## src/rtl/if_fetch_queue.sv

```systemverilog
// if_fetch_queue: circular FREE/PENDING/READY slot queue between PC register, instruction memory and decode.
// Latency: a response accepted in cycle N reaches the decode channel in cycle N+1 (never bypassed).
// Backpressure: pc_ready drops on a busy tail slot, flush or DEPTH outstanding fetches; responses are never stalled.
// Build option: define IF_FETCH_QUEUE_MISALIGN_CHK_EN to keep a per-slot misaligned-PC flag on inst_misalign.
module if_fetch_queue #(
    parameter int DEPTH = 4,
    parameter int XLEN  = 64
) (
    input  logic            clk,
    input  logic            rst,
    input  logic [XLEN-1:0] pc_in,
    input  logic            pc_valid,
    output logic            pc_ready,
    output logic            imem_req_valid,
    output logic [XLEN-1:0] imem_req_addr,
    input  logic            imem_req_ready,
    input  logic            imem_rsp_valid,
    input  logic [31:0]     imem_rsp_data,
    input  logic            flush,
    output logic            inst_valid,
    output logic [31:0]     inst_data,
    output logic [XLEN-1:0] inst_pc,
    input  logic            inst_ready,
    output logic            inst_misalign
);
    localparam int PW = (DEPTH > 1) ? $clog2(DEPTH) : 1;
    localparam int CW = PW + 1;
    localparam int OW = CW + 1;

    typedef enum logic [1:0] {
        S_FREE  = 2'd0,
        S_PEND  = 2'd1,
        S_READY = 2'd2
    } slot_e;

    slot_e           state_q [DEPTH];
    slot_e           state_d [DEPTH];
    logic [XLEN-1:0] pc_q    [DEPTH];
    logic [31:0]     data_q  [DEPTH];
    logic [PW-1:0]   head_q, head_d;
    logic [PW-1:0]   tail_q, tail_d;
    logic [PW-1:0]   rsp_q, rsp_d;
    logic [CW-1:0]   disc_q, disc_d;
    logic [CW-1:0]   pend_cnt;
    logic [OW-1:0]   outstanding;
    logic            slot_free;
    logic            req_fire;
    logic            rsp_take;
    logic            rsp_drop;
    logic            pop;

    // Count slots still waiting for their memory response
    always_comb begin
        pend_cnt = '0;
        for (int i = 0; i < DEPTH; i++) begin
            if (state_q[i] == S_PEND) pend_cnt = pend_cnt + CW'(1);
        end
    end

    // Responses still owed by memory: live pending slots plus those a flush orphaned.
    // Capping this at DEPTH keeps the discard counter inside its width across back-to-back flushes.
    assign outstanding = {1'b0, disc_q} + {1'b0, pend_cnt};
    assign slot_free   = (state_q[tail_q] == S_FREE) && (outstanding < OW'(DEPTH));

    // rst gates the request side so both handshake outputs are low throughout reset
    assign imem_req_valid = rst & pc_valid & slot_free & ~flush;
    assign pc_ready       = rst & imem_req_ready & slot_free & ~flush;
    assign imem_req_addr  = pc_in;

    assign req_fire = imem_req_valid & imem_req_ready;
    assign rsp_take = imem_rsp_valid && (disc_q == '0) && (state_q[rsp_q] == S_PEND);
    assign rsp_drop = imem_rsp_valid && (disc_q != '0);

    assign inst_valid = (state_q[head_q] == S_READY);
    assign inst_data  = data_q[head_q];
    assign inst_pc    = pc_q[head_q];
    assign pop        = inst_valid & inst_ready;

    // Next-state for slot states, pointers and discard counter; flush overrides all other events
    always_comb begin
        state_d = state_q;
        head_d  = head_q;
        tail_d  = tail_q;
        rsp_d   = rsp_q;
        disc_d  = disc_q;
        if (flush) begin
            for (int i = 0; i < DEPTH; i++) state_d[i] = S_FREE;
            head_d = '0;
            tail_d = '0;
            rsp_d  = '0;
            disc_d = CW'(outstanding - OW'(rsp_take | rsp_drop));
        end else begin
            if (req_fire) begin
                state_d[tail_q] = S_PEND;
                tail_d          = tail_q + PW'(1);
            end
            if (rsp_take) begin
                state_d[rsp_q] = S_READY;
                rsp_d          = rsp_q + PW'(1);
            end
            if (rsp_drop) disc_d = disc_q - CW'(1);
            if (pop) begin
                state_d[head_q] = S_FREE;
                head_d          = head_q + PW'(1);
            end
        end
    end

    // Control state register with asynchronous reset
    always_ff @(posedge clk or negedge rst) begin
        if (!rst) begin
            for (int i = 0; i < DEPTH; i++) state_q[i] <= S_FREE;
            head_q <= '0;
            tail_q <= '0;
            rsp_q  <= '0;
            disc_q <= '0;
        end else begin
            state_q <= state_d;
            head_q  <= head_d;
            tail_q  <= tail_d;
            rsp_q   <= rsp_d;
            disc_q  <= disc_d;
        end
    end

    // Payload storage: PC at allocation, instruction word on response (qualified by slot state)
    always_ff @(posedge clk) begin
        if (req_fire) pc_q[tail_q] <= pc_in;
        if (rsp_take) data_q[rsp_q] <= imem_rsp_data;
    end

`ifdef IF_FETCH_QUEUE_MISALIGN_CHK_EN
    logic mis_q [DEPTH];

    // Record whether each allocated PC is off a 4-byte boundary
    always_ff @(posedge clk) begin
        if (req_fire) mis_q[tail_q] <= (pc_in[1:0] != 2'b00);
    end

    assign inst_misalign = inst_valid & mis_q[head_q];
`else
    assign inst_misalign = 1'b0;
`endif

endmodule

```

## config.mk

```make
export PLATFORM = sky130hd
export DESIGN_NAME = if_fetch_queue
export DESIGN_NICKNAME = d
export VERILOG_FILES = /design/src/rtl/if_fetch_queue.sv
export SDC_FILE = /design/constraint.sdc
export NUM_CORES = 1
export LEC_CHECK = 0
export BUFFER_PORTS_ARGS = -buffer_cell sky130_fd_sc_hd__buf_4
export CAP_MARGIN = 20
export CORE_MARGIN = 5
export CORE_UTILIZATION = 43
export CTS_CLUSTER_SIZE = 30
export DETAILED_ROUTE_END_ITERATION = 10
export SKIP_LAST_GASP = 1
export SYNTH_ARGS = -nofsm -noshare
export SYNTH_HDL_FRONTEND = slang
export SYNTH_SLANG_ARGS = --single-unit
```

## constraint.sdc

```tcl
create_clock -name clk -period 8.67 [get_ports clk]
set_input_delay 1.3005 -clock clk [delete_from_list [all_inputs] [get_ports clk]]
set_output_delay 1.3005 -clock clk [all_outputs]
set_load 0.05 [all_outputs]
```

==> results.cfg, run 1 <==
[cts]
ctsLongestPathBuffers = 3
clk_pin_slew_worst_paths_ns = 0.06
cts_hold_repair.buffers = 0
clk-insertion-delay-late_ns = 0.55
cts_root_buf = sky130_fd_sc_hd__clkbuf_16
h-tree-depth = 2
cts_resized = 0
cts_buffers = 41
post_cts_setup_buffer_count = 0
cts_tree = done
clock_sink_count = 401

[detailed_routing]
route.vias.total = 7618
ant_nets = 0
first_iter_violations = 417
finalWirelength_um = 32400
drc = 0
drt_pass1_iterations = 5
route.detailed.wl_per_inst_um = 22.1
detail_route.vias_per_cell = 5.21

[timing]
finalWorstPathRequiredPeriod_ns = 4.66
timing_worst_slew_pin_value_ns = 1.04
setup_repair_after_global_routing_missed_its_margin = false
fin_tns_setup_ns = 0
portion_of_the_clock_cycle_consumed_by_the_worst_path_in_the_final_layout_pct = 53.7
final-hold-violation-count = 0
finalSetupViolations = 0
finalWorstSetupSlack_ns = 4.01
slew-limit-headroom_pct = 30.6
report.final.slew_viol_count = 0
max_freq_mhz = 215
clock_skew_ns = 0.0177

[global_routing]
pin_count_of_the_biggest_net_entering_global_routing = 65
grt_pass1_wl_um = 49600
gr-usage-met3_pct = 4.32
grt_remaining_overflow = 0
global_route.usage.total_pct = 15.8
global_route_track_usage_on_met2_pct = 25.8
grt_antenna_before_repair = 0
met1_usage_pct = 21.3
first_global_vias = 8092
grt_busiest_layer = met2

[power]
power_per_cell_area_nw_per_um2 = 213
irDropWorstVdd_uv = 173
leakage_nw = 6.59

[floorplan]
design.core.area_um2 = 36500
top_level_ports = 267
dieWidth_um = 202
floorplan.die_area_um2 = 40800
chipHeight_um = 202
core.rowCount = 70
initial_utilization_pct = 43.4

[synthesis]
syn-num-nets = 862
post-synth-top-count-cell = sky130_fd_sc_hd__edfxtp_1
yosysWarnings = 0
synth_top_cells_by_count = 384 x sky130_fd_sc_hd__edfxtp_1, 98 x sky130_fd_sc_hd__mux4_2, 66 x sky130_fd_sc_hd__buf_4
synth_top_flop_cell = sky130_fd_sc_hd__edfxtp_1
syn_area_per_cell_um2 = 21.5
yosys.area.top_type = sky130_fd_sc_hd__edfxtp_1
synth_area_um2 = 15900
synth-async-reset-ratio_pct = 4.24
synth.distinct_cells = 46
synth-edff-count = 384
top_area_cells_in_the_synthesized_netlist = sky130_fd_sc_hd__edfxtp_1 73%, sky130_fd_sc_hd__mux4_2 14%, sky130_fd_sc_hd__buf_4 3.1%
post_synthesis_sequential_area_ratio_pct = 75.4
synth_cells = 738
ys_seq_elements = 401
synth_largest_type_area_fraction_pct = 72.7

[worst_setup_path]
critical-path-top-cell-by-count = sky130_fd_sc_hd__xnor2_1
timing.critical_path.cells = nor2b_1 -> xnor2_1 -> xnor2_1 -> xor2_1 -> ha_1 -> inv_1 -> fa_1 -> a211oi_1 -> mux2_2 -> and2_1 -> and3_1 -> buf_4
cpPeakStageDelay_ns = 0.41
r2r.worst_path.cells = 12
arrival_ns = 3.36
critical-path-slowest-cell = sky130_fd_sc_hd__fa_1
critPathMaxFanout = 6
crit_required_ns = 7.37
category_of_the_worst_setup_path_launch_point = register
regToRegStartpoint = state_q[4]$_DFF_PN0_
setup.reg_to_reg.worst_slack_ns = 4.74
r2r-end = pc_q[1][39]$_DFFE_PP_
cp-end-kind = output port
setup.worst_path.class = reg -> out

[place]
place.port_buffers = 265
placement.setup.worst_slack_ns = 4.58
gp_routability_congestion = 0.812
detailed_place_hpwl_um = 20000

[layout]
fillCellCount = 2905
nets = 1089
final_layout_size_suffix_gt1_share_pct = 44.5
finalCoreUtilization_pct = 52.4
diodes = 0
area_growth_pct = 20.6

[min_path]
timing.hold.worst.start = state_q[6]$_DFF_PN0_
min-delay-path-class = reg -> reg
worst_case_hold_path_end_point = state_q[6]$_DFF_PN0_
hold-path-cell-count = 2

[status]
run_status = complete, no violations

[job]
cap_viol_max_count = 0
==> final cells by class <==
cell class                 instances  area, µm²  area share (%)
sequential                       401      12000            62.5
multi-input combinational        222       3200            16.7
timing repair buffer             276       2070            10.8
clock buffer                      54       1100            5.73
tap                              468        586            3.06
clock inverter                    19        123           0.641
inverter                          23       86.3           0.451
==> state kept, by name, indices dropped and copies added (netlist names) <==
name	cells
disc_q	3
data_q	128
rsp_q	2
head_q	2
pc_q	256
tail_q	2
state_q	8
==> power by group <==
group | internal [mW] | total (mW) | switching, mW
sequential | 2.14 | 2.15 | 0.0103
clock | 0.919 | 1.61 | 0.689
combinational | 0.113 | 0.317 | 0.204
total | 3.18 | 4.08 | 0.904
==> placed cells by master, fill, tap and decap left out, types with 6 or more instances in the layout <==
cell / synthesis / final
sky130_fd_sc_hd__dfrtp_1: 17 / 15
sky130_fd_sc_hd__and3_1: 8 / 8
sky130_fd_sc_hd__inv_1: 21 / 18
sky130_fd_sc_hd__mux4_2: 98 / 98
sky130_fd_sc_hd__clkinv_1: 0 / 12
sky130_fd_sc_hd__a41oi_1: 7 / 7
sky130_fd_sc_hd__ha_1: 20 / 20
sky130_fd_sc_hd__clkbuf_16: 0 / 42
sky130_fd_sc_hd__clkbuf_1: 12 / 12
sky130_fd_sc_hd__edfxtp_1: 384 / 384
sky130_fd_sc_hd__buf_4: 66 / 276
sky130_fd_sc_hd__and2_1: 6 / 6
sky130_fd_sc_hd__nor2_1: 8 / 8
sky130_fd_sc_hd__nand2b_1: 6 / 6
==> critical path: cells and delay by family, from the launching register on <==
| kind | cells | cell delay [ns] |
|---|---|---|
| flip-flops | 1 | 0.38 |
| multiplexers | 1 | 0.25 |
| adder cells (fa/ha/maj) | 2 | 0.60 |
| AND/OR/NAND/NOR | 3 | 0.64 |
| AO/OA/AOI/OAI | 1 | 0.18 |
| buffers and inverters | 2 | 0.25 |
| XOR/XNOR | 3 | 0.53 |
==> stage by stage <==
step | hold WS, ns | area (µm²) | power (mW) | instances
after floorplan | 0.504 | 15900 | 2.40 | 738
after global placement | 0.545 | 17900 | 2.51 | 1390
after detailed placement | 0.556 | 17900 | 2.52 | 1390
after CTS | 0.571 | 19100 | 4.14 | 1463
after global routing | 0.607 | 19100 | 4.25 | 1463
final | 0.572 | 19100 | 4.08 | 1463
==> layer usage <==
layer / up-vias / wire length [µm]
met5: - / 0
li1: 3410 / -
met2: 241 / 16000
met1: 3929 / 13800
met4: 0 / 487
met3: 38 / 2150
==> how the worst max path moves through the flow <==
stage / startpoint / endpoint / slack [ns] / cells past startpoint
final: state_q[4]$_DFF_PN0_ / pc_ready / 4.01 / 12
after global routing: state_q[7]$_DFF_PN0_ / pc_ready / 3.75 / 12
after CTS: state_q[4]$_DFF_PN0_ / imem_req_valid / 3.98 / 12
after detailed placement: state_q[4]$_DFF_PN0_ / imem_req_valid / 4.58 / 12
after global placement: state_q[5]$_DFF_PN0_ / imem_req_valid / 4.59 / 11
after floorplan: state_q[6]$_DFF_PN0_ / pc_q[1][0]$_DFFE_PP_ / 4.39 / 9
==> cell families (layout without fill, tap and decap cells) <==
kind of cell | count (synthesis) | count (layout) | share of synthesized area [%]
buf+inv | 115 | 372 | 4.43
other cells | 1 | 1 | 0.0236
xor+xnor | 7 | 7 | 0.387
flops | 401 | 401 | 75.4
simple gates | 54 | 54 | 2.02
mux | 105 | 105 | 14.4
fa+ha+maj | 22 | 22 | 1.77
compound gates | 33 | 33 | 1.57
No activity file was read; power rests on OpenSTA's default activity.
==> inputs of run 2 (changes only) <==
- ABC_AREA: unset -> 1
- clock period: 8.67 -> 4.7 ns (I/O delays scaled with it)
==> run 2 against run 1 <==
Via count increased by 28%. Wire length increased by 11%. Clock-buffer cell count shrank 4. Worst setup slack lost 3.3 ns.
==> results.cfg, run 2 <==
[timing]
finalWorstSetupSlack_ns = 0.729
setup_repair_after_global_routing_missed_its_margin = false
finalSetupViolations = 0
portion_of_the_clock_cycle_consumed_by_the_worst_path_in_the_final_layout_pct = 84.5
final.hold.worst_slack_ns = 0.0580
max_freq_mhz = 252
final-hold-violation-count = 0
clock_skew_ns = 0.0110
finalWorstPathRequiredPeriod_ns = 3.97
timing_worst_slew_pin_value_ns = 1.12
slew-limit-headroom_pct = 25.1
report.final.slew_viol_count = 0
fin_tns_setup_ns = 0

[layout]
nets = 1507
top_regs = pc_q (256), data_q (128), state_q (8)
layout_common_cells = 384 x sky130_fd_sc_hd__edfxtp_1, 278 x sky130_fd_sc_hd__buf_4, 208 x sky130_fd_sc_hd__nor2_1, 196 x sky130_fd_sc_hd__o21ai_0, 97 x sky130_fd_sc_hd__o22ai_1
mostFrequentLayoutCell = sky130_fd_sc_hd__edfxtp_1
final_layout_size_suffix_gt1_share_pct = 24.9
final-seq-area_um2 = 12000
fillCellCount = 3092
area_growth_pct = 20.7
multi_input_gate_area_um2 = 3160
diodes = 0
top_register = pc_q
max_reg_flops = 256

[synthesis]
synth_largest_type_area_fraction_pct = 72.1
synth_cells = 1183
syn-num-nets = 1307
yosys.area.top_type = sky130_fd_sc_hd__edfxtp_1
syn_area_per_cell_um2 = 13.5
synth_area_um2 = 16000
post-synth-top-count-cell = sky130_fd_sc_hd__edfxtp_1
synth.distinct_cells = 30
top_area_cells_in_the_synthesized_netlist = sky130_fd_sc_hd__edfxtp_1 72%, sky130_fd_sc_hd__o21ai_0 6.1%, sky130_fd_sc_hd__nor2_1 5.0%
ys_seq_elements = 401
synth-edff-count = 384
synth-async-reset-ratio_pct = 4.24
synth_top_flop_cell = sky130_fd_sc_hd__edfxtp_1
post_synthesis_sequential_area_ratio_pct = 74.7
synth_top_cells_by_count = 384 x sky130_fd_sc_hd__edfxtp_1, 212 x sky130_fd_sc_hd__nor2_1, 196 x sky130_fd_sc_hd__o21ai_0
yosysWarnings = 0

[cts]
ctsLongestPathBuffers = 3
cts_root_buf = sky130_fd_sc_hd__clkbuf_16
cts_buffers = 42
clk-insertion-delay-late_ns = 0.52
cts_resized = 0
clock_sink_count = 401
clk_pin_slew_worst_paths_ns = 0.06
post_cts_setup_buffer_count = 0
cts_hold_repair.buffers = 0
cts_tree = done
h-tree-depth = 2

[worst_setup_path]
setup.worst_path.class = reg -> out
arrival_ns = 3.27
category_of_the_worst_setup_path_launch_point = register
cpPeakStageDelay_ns = 0.41
critical-path-top-cell-by-count = sky130_fd_sc_hd__inv_1
crit_required_ns = 3.99
critPathMaxFanout = 4
cp-end-kind = output port
timing.critical_path.cells = inv_1 -> o21ai_0 -> nand2_1 -> xnor2_1 -> ha_1 -> inv_1 -> o21ai_0 -> inv_1 -> fa_1 -> xnor2_1 -> nor2_2 -> nand2_1 -> nor2_1 -> buf_4
worstPathBufferInverterCount = 4
cp_top_family = adder cells
critical-path-slowest-cell = sky130_fd_sc_hd__fa_1

[power]
leakage_nw = 6.95
power_per_cell_area_nw_per_um2 = 533
irDropWorstVdd_uv = 466

[floorplan]
top_level_ports = 267
floorplan.die_area_um2 = 41200
dieWidth_um = 203
design.core.area_um2 = 36700
core.rowCount = 70
chipHeight_um = 203
initial_utilization_pct = 43.6

[detailed_routing]
drc = 0
route.detailed.wl_per_inst_um = 19.1
drt_pass1_iterations = 5
ant_nets = 0
first_iter_violations = 687
route.vias.total = 9768
detail_route.vias_per_cell = 5.20
finalWirelength_um = 36000

[global_routing]
grt_remaining_overflow = 0
pin_count_of_the_biggest_net_entering_global_routing = 197
first_global_vias = 9741
global_route.usage.total_pct = 16.8
grt_antenna_before_repair = 0
grt_pass1_wl_um = 55200

[place]
gp_routability_congestion = 0.794
place.port_buffers = 265
placement.setup.worst_slack_ns = 0.872
detailed_place_hpwl_um = 21100

[status]
run_status = complete, no violations

[job]
cap_viol_max_count = 0

[min_path]
min-delay-path-class = in -> async
-- run 2: area by class of cell --
| class | instances | area share (%) |
|---|---|---|
| Clock buffer | 50 | 5.60 |
| Multi-Input combinational cell | 617 | 16.4 |
| Inverter | 35 | 0.706 |
| Timing Repair Buffer | 286 | 11.6 |
| Sequential cell | 401 | 61.9 |
| Clock inverter | 23 | 0.764 |
| Tap cell | 468 | 3.03 |
-- run 2: worst paths after layout --
path	start	endpoint	slack (ns)	cells past startpoint
max	state_q[4]$_DFF_PN0_	imem_req_valid	0.73	14
min	rst	tail_q[1]$_DFFE_PN0P_	0.06	1
max reg2reg	state_q[4]$_DFF_PN0_	pc_q[2][59]$_DFFE_PP_	0.90	15
min reg2reg	state_q[0]$_DFF_PN0_	state_q[0]$_DFF_PN0_	0.49	1
max in group asynchronous	rst	head_q[0]$_DFFE_PN0P_	4.39	1
min in group clk	imem_rsp_data[6]	data_q[0][6]$_DFFE_PP_	0.38	1
-- run 2: routing by layer --
metal	track usage, %	part of all wire (%)
met5	0	0
met4	3.44	1.7
met3	4.47	7.5
met2	27.5	47
met1	22.9	44
-- run 2: power by group --
part           total (mW)  switching, mW  leakage [nW]  internal [mW]
registers            4.01         0.0311          3.68           3.98
clock network        2.97           1.28         0.593           1.69
logic                3.32           2.44          2.67          0.883
total                10.3           3.75          6.95           6.55
-- run 2: cell families (layout without fill, tap and decap cells) --
| kind of cell | after synthesis | in the layout | share of synthesized area (%) |
|---|---|---|---|
| AOI/OAI and AO/OA | 317 | 317 | 10.8 |
| buffers and inverters | 165 | 394 | 5.72 |
| xor gates and xnor gates | 5 | 5 | 0.274 |
| and+or+nand+nor | 273 | 273 | 6.73 |
| other | 1 | 1 | 0.0234 |
| DFF | 401 | 401 | 74.7 |
| adders and majority gates | 21 | 21 | 1.69 |
-- run 2: worst register-to-register path, stage by stage (launching register included) --
cell	delay, ns
sky130_fd_sc_hd__dfrtp_1	0.37
sky130_fd_sc_hd__inv_1	0.09
sky130_fd_sc_hd__o21ai_0	0.21
sky130_fd_sc_hd__nand2_1	0.10
sky130_fd_sc_hd__xnor2_1	0.16
sky130_fd_sc_hd__ha_1	0.29
sky130_fd_sc_hd__inv_1	0.03
sky130_fd_sc_hd__o21ai_0	0.22
sky130_fd_sc_hd__inv_1	0.09
sky130_fd_sc_hd__fa_1	0.41
sky130_fd_sc_hd__xnor2_1	0.18
sky130_fd_sc_hd__nor2_2	0.16
sky130_fd_sc_hd__nand4_2	0.25
sky130_fd_sc_hd__buf_4	0.27
sky130_fd_sc_hd__nor2_4	0.38
sky130_fd_sc_hd__buf_12	0.25
-- run 2: metrics by stage --
step                      cells  cell area (µm²)  power (mW)  util [%]
final                      1880            19300        10.3      52.6
after global routing       1880            19300        10.8      52.6
after CTS                  1880            19300        10.4      52.6
after detailed placement   1807            18100        7.44      49.3
after global placement     1807            18100        7.42      49.3
after floorplan            1183            16000        6.39         -
